### config.mk
export PLATFORM = sky130hd
export DESIGN_NAME = btn_debounce
export DESIGN_NICKNAME = d
export VERILOG_FILES = /design/src/rtl/btn_pkg.sv /design/src/rtl/btn_debounce_chan.sv /design/src/rtl/btn_debounce.sv
export SDC_FILE = /design/constraint.sdc
export NUM_CORES = 1
export LEC_CHECK = 0
export BUFFER_PORTS_ARGS = -buffer_cell sky130_fd_sc_hd__buf_4
export CORE_AREA = 2 2 82 69
export DETAILED_ROUTE_END_ITERATION = 12
export DIE_AREA = 0 0 84 71
export GPL_ROUTABILITY_DRIVEN = 0
export GPL_TIMING_DRIVEN = 0
export HOLD_SLACK_MARGIN = 0.03
export PLACE_DENSITY = 0.64
export SETUP_SLACK_MARGIN = 0.05
export SLEW_MARGIN = 20
export SYNTH_ARGS = -nofsm -noshare
export SYNTH_HDL_FRONTEND = slang
export SYNTH_SLANG_ARGS = --single-unit
### constraint.sdc
create_clock -name clk -period 1.8 [get_ports clk]
set_input_delay 0.27 -clock clk [delete_from_list [all_inputs] [get_ports clk]]
set_output_delay 0.27 -clock clk [all_outputs]
set_load 0.03 [all_outputs]
### src/rtl/btn_pkg.sv
// Shared definitions for the button path: front-end debouncer and edge-pulse stage.
package btn_pkg;

    localparam int MS_PER_S  = 1000;
    localparam int DB_MS_DEF = 20;

    // Bits needed to hold values 0..v-1; constant-folded at elaboration.
    function automatic int clog2(input int v);
        int r;
        r = 0;
        for (int i = 0; i < 31; i++) begin
            if ((1 << i) < v) r = i + 1;
        end
        return r;
    endfunction

endpackage

### src/rtl/btn_debounce_chan.sv
// One button channel: two-flop synchroniser plus tick-driven debounce counter.
module btn_db_chan
    import btn_pkg::*;
#(
    parameter int DB_MS = DB_MS_DEF,
    parameter int DCW   = clog2(DB_MS + 1)
) (
    input  logic clk,
    input  logic rst,
    input  logic tick,
    input  logic raw,
    output logic db,
    output logic chg
);

    logic           s1_q, s2_q;
    logic           db_q, db_d;
    logic           chg_q, chg_d;
    logic [DCW-1:0] dcnt_q, dcnt_d;

    always_comb begin
        dcnt_d = dcnt_q;
        db_d   = db_q;
        chg_d  = 1'b0;
        if (tick) begin
            if (s2_q == db_q) begin
                // Agreement (including a bounce back) restarts the count.
                dcnt_d = '0;
            end else if (dcnt_q == DCW'(DB_MS - 1)) begin
                db_d   = s2_q;
                dcnt_d = '0;
                chg_d  = 1'b1;
            end else begin
                dcnt_d = dcnt_q + 1'b1;
            end
        end
    end

    always_ff @(posedge clk or posedge rst) begin
        if (rst) begin
            s1_q   <= 1'b0;
            s2_q   <= 1'b0;
            db_q   <= 1'b0;
            chg_q  <= 1'b0;
            dcnt_q <= '0;
        end else begin
            s1_q   <= raw;
            s2_q   <= s1_q;
            db_q   <= db_d;
            chg_q  <= chg_d;
            dcnt_q <= dcnt_d;
        end
    end

    assign db  = db_q;
    assign chg = chg_q;

endmodule

### src/rtl/btn_debounce.sv
// Button front end: 1 ms tick prescaler and N_BTN independent debounce channels.
module btn_debounce
    import btn_pkg::*;
#(
    parameter int F_CLK = 50_000_000,
    parameter int N_BTN = 4,
    parameter int DB_MS = DB_MS_DEF
) (
    input  logic             clk,
    input  logic             rst,
    input  logic [N_BTN-1:0] btn_raw,
    output logic             ce1ms,
    output logic [N_BTN-1:0] btn_db,
    output logic [N_BTN-1:0] btn_chg
);

    localparam int DIV = F_CLK / MS_PER_S;
    localparam int PW  = clog2(DIV);
    localparam int DCW = clog2(DB_MS + 1);

    if ((F_CLK % MS_PER_S) != 0 || F_CLK < 2 * MS_PER_S ||
        DB_MS < 1 || DB_MS > 255 || N_BTN < 1 || N_BTN > 16) begin : g_param_err
        $error("btn_debounce: illegal parameter set");
    end

    logic [PW-1:0] cnt_q, cnt_d;
    logic          ce_q, ce_d;

    // Tick is registered off the terminal count so it is a clean one-clk pulse.
    always_comb begin
        cnt_d = (cnt_q == PW'(DIV - 1)) ? '0 : cnt_q + 1'b1;
        ce_d  = (cnt_q == PW'(DIV - 1));
    end

    always_ff @(posedge clk or posedge rst) begin
        if (rst) begin
            cnt_q <= '0;
            ce_q  <= 1'b0;
        end else begin
            cnt_q <= cnt_d;
            ce_q  <= ce_d;
        end
    end

    assign ce1ms = ce_q;

    for (genvar i = 0; i < N_BTN; i++) begin : g_chan
        btn_db_chan #(
            .DB_MS (DB_MS),
            .DCW   (DCW)
        ) u_chan (
            .clk  (clk),
            .rst  (rst),
            .tick (ce_q),
            .raw  (btn_raw[i]),
            .db   (btn_db[i]),
            .chg  (btn_chg[i])
        );
    end

endmodule
After elaboration in Yosys (flattened, before gate mapping)
Index checks and enable logic that the tools add are counted.
{ "classes": {"shifts": 0, "magnitude_cmp": 0, "addsub": 5, "reduce_logical": 4, "n_eq_ne": 9, "n_mul": 0, "bitwise_logic": 4, "div": 0, "muxes": 21} }
{ "op_table": {"columns": ["cell", "n"], "rows": [
  ["$mux 5", 8],
  ["$add 5x1->5 const B", 4],
  ["$eq 5x5->1 const B", 4],
  ["$add 16x1->16 const B", 1],
  ["$eq 16x16->1 const B", 1],
  ["$mux 16", 1],
  ["$mux 1", 12],
  ["$reduce_and 3->1", 4],
  ["$eq 1x1->1", 4],
  ["$not 1->1", 4]
]} }
{ "word_totals": {"rom_bits": 0, "wordCells": 65, "mem_count": 0, "mem_bits_rw": 0, "ff_bits": 53, "latch_bits": 0} }

Depth between registers and ports, before layout
Gate-level depths: netlist (run 1).
{ "logic_depth": {"depth_word": 4, "ltp_mapped": 6, "depth_no_buf": 5} }

Hierarchy
A second synthesis (run 1) with hierarchy kept.
{ "hier_totals": {"cells_unflattened": 213, "hier_area_um2": 2503.7} }
{ "modules_own_cells": {"columns": ["mod", "area_per_inst_um2", "cells_per_inst", "n_inst"], "rows": [
  ["btn_db_chan", 430.4, 36, 4],
  ["btn_debounce", 782.0, 69, 1]
]} }

Worst setup path after synthesis (run 1)
OpenSTA, ideal clock, no wires.
{ "synth_timing": {"kind": "reg2reg", "start": "reg cnt_q[13]", "end": "reg cnt_q[10]", "path_buffers": 1, "t_arrival_ns": 1.599, "path_stages_with_launch": 6, "synth_period_minus_slack_ns": 1.724, "path_slack_ns": 0.076, "path_cell_list": "dfrtp_1 -> or4b_1 -> nor4_2 -> buf_4 -> nor2_1 -> mux2_2"} }
{ "synth_between": {"elab_chain_len": 2} }
{ "synth_rtl": {"columns": ["item", "line_no", "text"], "rows": [
  ["from (decl)", "btn_debounce.sv:26", "logic [PW-1:0] cnt_q, cnt_d;"],
  ["from (signal assigned)", "btn_debounce.sv:40", "cnt_q <= cnt_d;"],
  ["$eq 16x16->1", null, null],
  ["named net ce_d", "btn_debounce.sv:27", "logic ce_q, ce_d;"],
  ["$mux 16", "btn_debounce.sv:31", "cnt_d = (cnt_q == PW'(DIV - 1)) ? '0 : cnt_q + 1'b1;"],
  ["named net cnt_d[10]", "btn_debounce.sv:26", null]
]} }
The timed path passes the listed nets, and every way through them passes these cells.
A chain may end at the register's enable or synchronous reset.

Worst setup path after layout (run 1)
{ "layout_timing": {"start": "reg cnt_q[12]", "end": "reg cnt_q[10]"} }
The elaborated chain is that of the path after synthesis.

==> flow_metrics.env, run 1 <==
export IMPL_syn2layout_area_growth_pct=14.6
export IMPL_antennaDiodeCount=0
export IMPL_post_synth_top_area_fraction_pct=54.4
export IMPL_critical_path_top_delay_family="simple AND/OR/NAND/NOR gates"
export IMPL_synth_seq_cells=53
export IMPL_core_area_um2=5190
export IMPL_status="completed"
export IMPL_arrival_ps=1950
export IMPL_maxSlewHeadroom_pct=68.2
export IMPL_grt_pass1_wl_um=7190
export IMPL_synth_cell_types=36
export IMPL_postSynth_topFlopCell="dfrtp_1"
export IMPL_grt_setup_unrepaired="yes"
export IMPL_max_freq_mhz=570
export IMPL_grt_busiest_layer="met2"
export IMPL_ant_nets=0
export IMPL_setup_viol_count_final=0
export IMPL_synth_avg_cell_area_um2=10.7
export IMPL_max_cap_violations=0
export IMPL_cts_num_sinks=53
export IMPL_timing_critical_path_cells="or4bb_1 > nor4_4 > buf_4 > nor2_1 > mux2_2"
export IMPL_drt_total_wl_um=4080
export IMPL_number_of_vias_after_detailed_routing=1670
export IMPL_hold_path_class="primary input to flip-flop"
export IMPL_drive_above_1_share_pct=19.3
export IMPL_dieWidth_um=84
export IMPL_clock_skew_final_ps=9.28
export IMPL_grt_met1_usage_pct=20.2
export IMPL_setup_tns_ps=0
export IMPL_p_per_area_nw_per_um2=688
export IMPL_met3_usage_pct=3.50
export IMPL_routedWlPerCell_um=12.8
export IMPL_dr_first_iter_drc_count=88
export IMPL_final_net_count=265
export IMPL_synth_edff_count=0
export IMPL_dieArea_um2=5960
export IMPL_global_route_overflow_total=0
export IMPL_synth_nets=239
export IMPL_irDropWorstVdd_uv=352
export IMPL_floorplan_rows=24
export IMPL_numCtsBuffers=5
export IMPL_grt_pass1_vias=1615
export IMPL_port_buffers=14
export IMPL_critical_path_peak_fanout=3
export IMPL_timing_critical_path_from_type="flip-flop"
export IMPL_fin_util_pct=53.8
export IMPL_grt_use_total_pct=15.0
export IMPL_cpPeakStageDelay_ps=540
export IMPL_fraction_of_the_yosys_area_taken_by_sequential_cells_pct=54.4
export IMPL_critical_path_endpoint_type="flip-flop"
export IMPL_slew_violations=0
export IMPL_avgViaCountPerCell=5.24
export IMPL_critPathRequiredTime_ps=1990
export IMPL_floorplan_initialDensity_pct=47.0
export IMPL_clock_root_buffer="clkbuf_8"
export IMPL_detailedPlacementHpwl_um=2900
export IMPL_syn_area_um2=2440
export IMPL_drcViolationCount=0
export IMPL_drt_pass1_iter_count=4
export IMPL_chipHeight_um=71
export IMPL_cts_tree="built"
export IMPL_slowest_stage="or4bb_1"
export IMPL_timing_final_ws_setup_ps=46.3
export IMPL_finalCriticalPeriod_ps=1750
export IMPL_final_hold_viol_count=0
export IMPL_insertion_delay_ps=300
export IMPL_worst_pin_slew_ps=473
export IMPL_clockBufferDepth=2
export IMPL_synth_area_leader_cell="dfrtp_1"
export IMPL_h_tree_depth=2
export IMPL_antenna_found_initial=0
export IMPL_post_synth_inst_count=228
export IMPL_ioPinCount=15
export IMPL_worstPathBufferInverterCount=1
export IMPL_pin_count_of_the_biggest_net_entering_global_routing=34
export IMPL_timing_setup_critical_path_class="flip-flop to flip-flop"
export IMPL_ys_async_sr_fraction_pct=100
export IMPL_min_period_over_period_pct=97.4
export IMPL_p_total_uw=1920
export IMPL_leakagePower_uw=0.00125
export IMPL_grt_util_met2_pct=24.0
export IMPL_placement_stage_worst_setup_slack_ps=-85.4
export IMPL_worst_setup_hold_path_clk_slew_ps=90
export IMPL_number_of_warnings_issued_by_yosys=0
export IMPL_ys_top_cells_by_area="dfrtp_1, mux2_2, xnor2_1"
## cells in the mapped netlist, types with 4 or more instances
cell type and count:
nand2b_1 8, nand3b_1 4, nand2_1 14, xnor2_1 9
a21oi_1 4, ha_1 5, nand3_1 10, xor2_1 7
nor2_1 13, o21ai_0 15, inv_1 18, mux2_2 7
dfrtp_1 53, o22ai_1 11, nand4_1 4, buf_4 9
## state kept, by name, indices dropped and copies added, names as in the netlist
signal	count
ce1ms	1
cnt_q	16
g_chan.u_chan.chg	4
g_chan.u_chan.db	4
g_chan.u_chan.dcnt_q	20
g_chan.u_chan.s1_q	4
g_chan.u_chan.s2_q	4
## cells in the final DEF, fill, tap and decap left out, types with 2 or more instances in the layout
cell type and n:
or3_1 3, nor4_1 2, mux2_2 7, and3_1 3, clkbuf_8 6, clkbuf_2 2, nand3b_1 4, xor2_1 7
nand4_1 4, o21ai_0 15, a21oi_1 4, nor3_1 3, o22ai_1 11, xnor2_1 9, nand4b_1 2, nand2_1 14
mux2i_1 3, dfrtp_1 53, nor3b_1 2, ha_1 4, buf_4 26, inv_1 17, a22oi_1 3, o21a_1 3
nand2b_1 8, nor2_1 13, nand3_1 9
## cell type report
| type | count | area (um2) |
|---|---|---|
| tap | 65 | 81.3 |
| fill | 465 | 2400 |
| clock inverter | 1 | 7.51 |
| buffer | 13 | 86.3 |
| inverter | 18 | 67.6 |
| multi-input combinational | 144 | 986 |
| timing repair buffer | 19 | 158 |
| sequential | 53 | 1330 |
| clock buffer | 6 | 82.6 |
## report_power, final
group	internal [uW]	total [uW]	leakage (uW)	switching (uW)
logic	17.1	47.7	0.000503	30.6
registers	1200	1200	0.000708	4.34
clock network	305	673	0.0000433	368
## through the flow
| step | instance area, um2 | instances | hold slack (ps) |
|---|---|---|---|
| final | 2800 | 319 | 68.6 |
| after global routing | 2800 | 319 | 53.0 |
| after CTS | 2780 | 319 | 58.8 |
| after detailed placement | 2650 | 308 | 322 |
| after global placement | 2630 | 307 | 333 |
| after floorplan | 2440 | 228 | 301 |
## what timing repair did
item | CTS | global route
hold buffers | 1 | 0
pin swaps | 2 | 0
cloned | 0 | 0
endpoints found under the hold margin | 20 | 0
gates resized for setup | 2 | 7
setup endpoints to repair | 12 | 26
setup buffers | 3 | 0
## final timing paths
| path | from | to | slack (ps) | cells past startpoint |
|---|---|---|---|---|
| worst min-delay path | btn_raw[2] | g_chan[2].u_chan.s1_q$_DFF_PP0_ | 70 | 1 |
| max in group asynchronous | rst | g_chan[3].u_chan.dcnt_q[0]$_DFFE_PP0P_ | 740 | 4 |
| worst max-delay path | cnt_q[12]$_DFF_PP0_ | cnt_q[10]$_DFF_PP0_ | 50 | 5 |
| worst max register to register | cnt_q[12]$_DFF_PP0_ | cnt_q[10]$_DFF_PP0_ | 50 | 5 |
| min in group asynchronous | rst | g_chan[3].u_chan.chg$_DFF_PP0_ | 540 | 3 |
| worst min register to register | g_chan[0].u_chan.s1_q$_DFF_PP0_ | g_chan[0].u_chan.s2_q$_DFF_PP0_ | 350 | 0 |
## kinds of logic (layout without fill, tap and decap cells)
group           after synthesis  count (layout)  synth area share, %
mux                          10              10                 4.46
compound gates               38              38                 9.33
xor+xnor                     16              16                 5.74
fa+ha+maj                     5               5                 2.56
simple gates                 75              75                 17.4
flops                        53              53                 54.4
buf+inv                      31              57                 6.15
## layer usage
layer | part of all wire [%] | wire length, um | vias to the layer above
li1 | - | - | 837
met1 | 49 | 2000 | 811
met2 | 47 | 1920 | 18
met3 | 2.7 | 111 | 4
met4 | 1.2 | 49 | 0
met5 | 0 | 0 | -
Note: power is estimated with default switching activity, not from simulation.
==> run 2, diff against run 1 <==
==> constraint.sdc (replaced) <==
create_clock -name clk -period 1.51 [get_ports clk]
set_input_delay 0.2265 -clock clk [delete_from_list [all_inputs] [get_ports clk]]
set_output_delay 0.2265 -clock clk [all_outputs]
set_load 0.03 [all_outputs]
==> run 2 against run 1 <==
Effect of this change:
- the run now ends with negative setup slack left
- register-to-register slack worse by 300 ps
- final cell count rose by 6.6%
- maximum frequency fell by 0.30%
- clock-buffer cell count did not move
- non-clock buffer count increased by 20
- combinational power is 57% higher
- largest cell class unchanged
- highest routed layer unchanged
- sequential share of layout area down 5.1 points
- critical endpoint unchanged
- first-iteration DRC count down 5.7%
- die area unchanged
- global-route usage up 1.4 points
- via count grew 3.7%
==> flow_metrics.env, run 2 (synthesis gave the netlist of run 1 again) <==
export IMPL_seq_area_um2=1330
export IMPL_critical_path_peak_fanout=4
export IMPL_core_area_um2=5190
export IMPL_hold_path_class="flip-flop to flip-flop"
export IMPL_number_of_vias_after_detailed_routing=1731
export IMPL_clock_root_buffer="clkbuf_8"
export IMPL_largest_registers="g_chan.u_chan.dcnt_q: 20 flops, cnt_q: 16 flops"
export IMPL_detailedPlacementHpwl_um=2820
export IMPL_global_route_overflow_total=0
export IMPL_final_cell_mix="dfrtp_1, buf_4, inv_1, o21ai_0, nand2_1"
export IMPL_timing_critical_path_cells="or4b_4 > nor4_4 > buf_4 > nor2_1 > mux2_2"
export IMPL_grt_use_total_pct=16.4
export IMPL_cts_num_sinks=53
export IMPL_leakagePower_uw=0.00137
export IMPL_clockBufferDepth=2
export IMPL_clock_skew_final_ps=9.74
export IMPL_drcViolationCount=0
export IMPL_final_common_cell="dfrtp_1"
export IMPL_drt_pass1_iter_count=4
export IMPL_floorplan_rows=24
export IMPL_antenna_found_initial=0
export IMPL_arrival_ps=1950
export IMPL_dieArea_um2=5960
export IMPL_combined_area_of_the_multi_input_logic_cells_um2=1120
export IMPL_dieWidth_um=84
export IMPL_grt_setup_unrepaired="yes"
export IMPL_slowest_stage="or4b_4"
export IMPL_min_period_over_period_pct=116
export IMPL_final_hold_viol_count=0
export IMPL_dr_first_iter_drc_count=83
export IMPL_timing_critical_path_from_type="flip-flop"
export IMPL_irDropWorstVdd_uv=466
export IMPL_cts_tree="built"
export IMPL_avgViaCountPerCell=5.09
export IMPL_worstPathBufferInverterCount=1
export IMPL_holdWs_ps=355
export IMPL_setup_viol_count_final=11
export IMPL_grt_pass1_wl_um=7860
export IMPL_status="finished with violations"
export IMPL_drt_total_wl_um=4460
export IMPL_finalCriticalPeriod_ps=1760
export IMPL_critPathRequiredTime_ps=1700
export IMPL_floorplan_initialDensity_pct=47.0
export IMPL_ant_nets=0
export IMPL_insertion_delay_ps=310
export IMPL_dpl_cell_area_um2=2700
export IMPL_ioPinCount=15
export IMPL_routedWlPerCell_um=13.1
export IMPL_timing_final_ws_setup_ps=-249
export IMPL_failed_checks="negative setup slack"
export IMPL_port_buffers=14
export IMPL_pin_count_of_the_biggest_net_entering_global_routing=24
export IMPL_slew_violations=0
export IMPL_max_ffs_per_register=20
export IMPL_final_net_count=285
export IMPL_grt_pass1_vias=1753
export IMPL_antennaDiodeCount=0
export IMPL_critical_path_top_delay_family="simple AND/OR/NAND/NOR gates"
export IMPL_max_freq_mhz=568
export IMPL_layout_filler_cells=442
export IMPL_critical_path_endpoint_type="flip-flop"
export IMPL_design_area_um2=3130
export IMPL_largest_register="g_chan.u_chan.dcnt_q"
export IMPL_timing_setup_critical_path_class="flip-flop to flip-flop"
export IMPL_maxSlewHeadroom_pct=67.7
export IMPL_max_cap_violations=0
export IMPL_numCtsBuffers=5
export IMPL_worst_setup_hold_path_clk_slew_ps=90
export IMPL_h_tree_depth=2
export IMPL_p_per_area_nw_per_um2=748
export IMPL_drive_above_1_share_pct=32.0
export IMPL_chipHeight_um=71
export IMPL_worst_pin_slew_ps=481
export IMPL_cpPeakStageDelay_ps=530
export IMPL_syn2layout_area_growth_pct=28.3
==> run 2: cell count changes in the layout (fill, tap and decap cells not counted), sizes merged <==
cell	change
buf	+17
clkbuf	-1
clkinv	+2
dlygate4sd3	+4
inv	-1
==> run 2: final cells by class <==
type	instances	share of cell area [%]
sequential	53	42.4
multi-input combinational	144	35.9
timing repair buffer	39	10.9
buffer	13	2.88
clock buffer	6	2.64
tap	65	2.60
inverter	18	2.28
clock inverter	2	0.440
==> run 2: worst paths after layout <==
check | cells past startpoint | from | slack [ps] | end
setup / recovery | 5 | cnt_q[13]$_DFF_PP0_ | -250 | cnt_q[10]$_DFF_PP0_
hold / removal | 0 | g_chan[2].u_chan.s1_q$_DFF_PP0_ | 350 | g_chan[2].u_chan.s2_q$_DFF_PP0_
setup reg to reg | 5 | cnt_q[13]$_DFF_PP0_ | -250 | cnt_q[10]$_DFF_PP0_
hold reg to reg | 0 | g_chan[2].u_chan.s1_q$_DFF_PP0_ | 350 | g_chan[2].u_chan.s2_q$_DFF_PP0_
max in group asynchronous | 5 | rst | 540 | cnt_q[11]$_DFF_PP0_
min in group asynchronous | 3 | rst | 400 | g_chan[3].u_chan.dcnt_q[3]$_DFFE_PP0P_
==> run 2: per-layer routing <==
layer / vias to the layer above / GRT usage [%] / share of wire (%)
met1: 831 / 21.5 / 48
met2: 14 / 26.8 / 48
li1: 881 / - / -
met5: - / 0 / 0
met4: 0 / 6.45 / 1.3
met3: 5 / 3.97 / 2.2
==> run 2: repair_timing <==
| item | in CTS | in global routing |
|---|---|---|
| hold endpoints to repair | 13 | 0 |
| hold buffers | 5 | 0 |
| setup endpoints to repair | 32 | 27 |
| gates resized for setup | 20 | 16 |
| buffers inserted | 14 | 6 |
| pin swaps | 8 | 1 |
==> run 2: power breakdown <==
part           switching [uW]  internal, uW
sequential               5.50          1430
combinational            40.0          34.8
clock                     460           372
==> run 2: stage by stage <==
| step | util [%] | instances | setup TNS (ps) | setup WS, ps | power, uW |
|---|---|---|---|---|---|
| finish | 60.3 | 340 | -1780 | -249 | 2340 |
| floorplan | - | 228 | -332 | -187 | 1490 |
| global route | 60.3 | 340 | -3040 | -351 | 2460 |
| detailed placement | 52.0 | 309 | -2310 | -367 | 1530 |
| CTS | 58.6 | 336 | -2310 | -266 | 2390 |
| global placement | 51.1 | 307 | -1960 | -338 | 1510 |
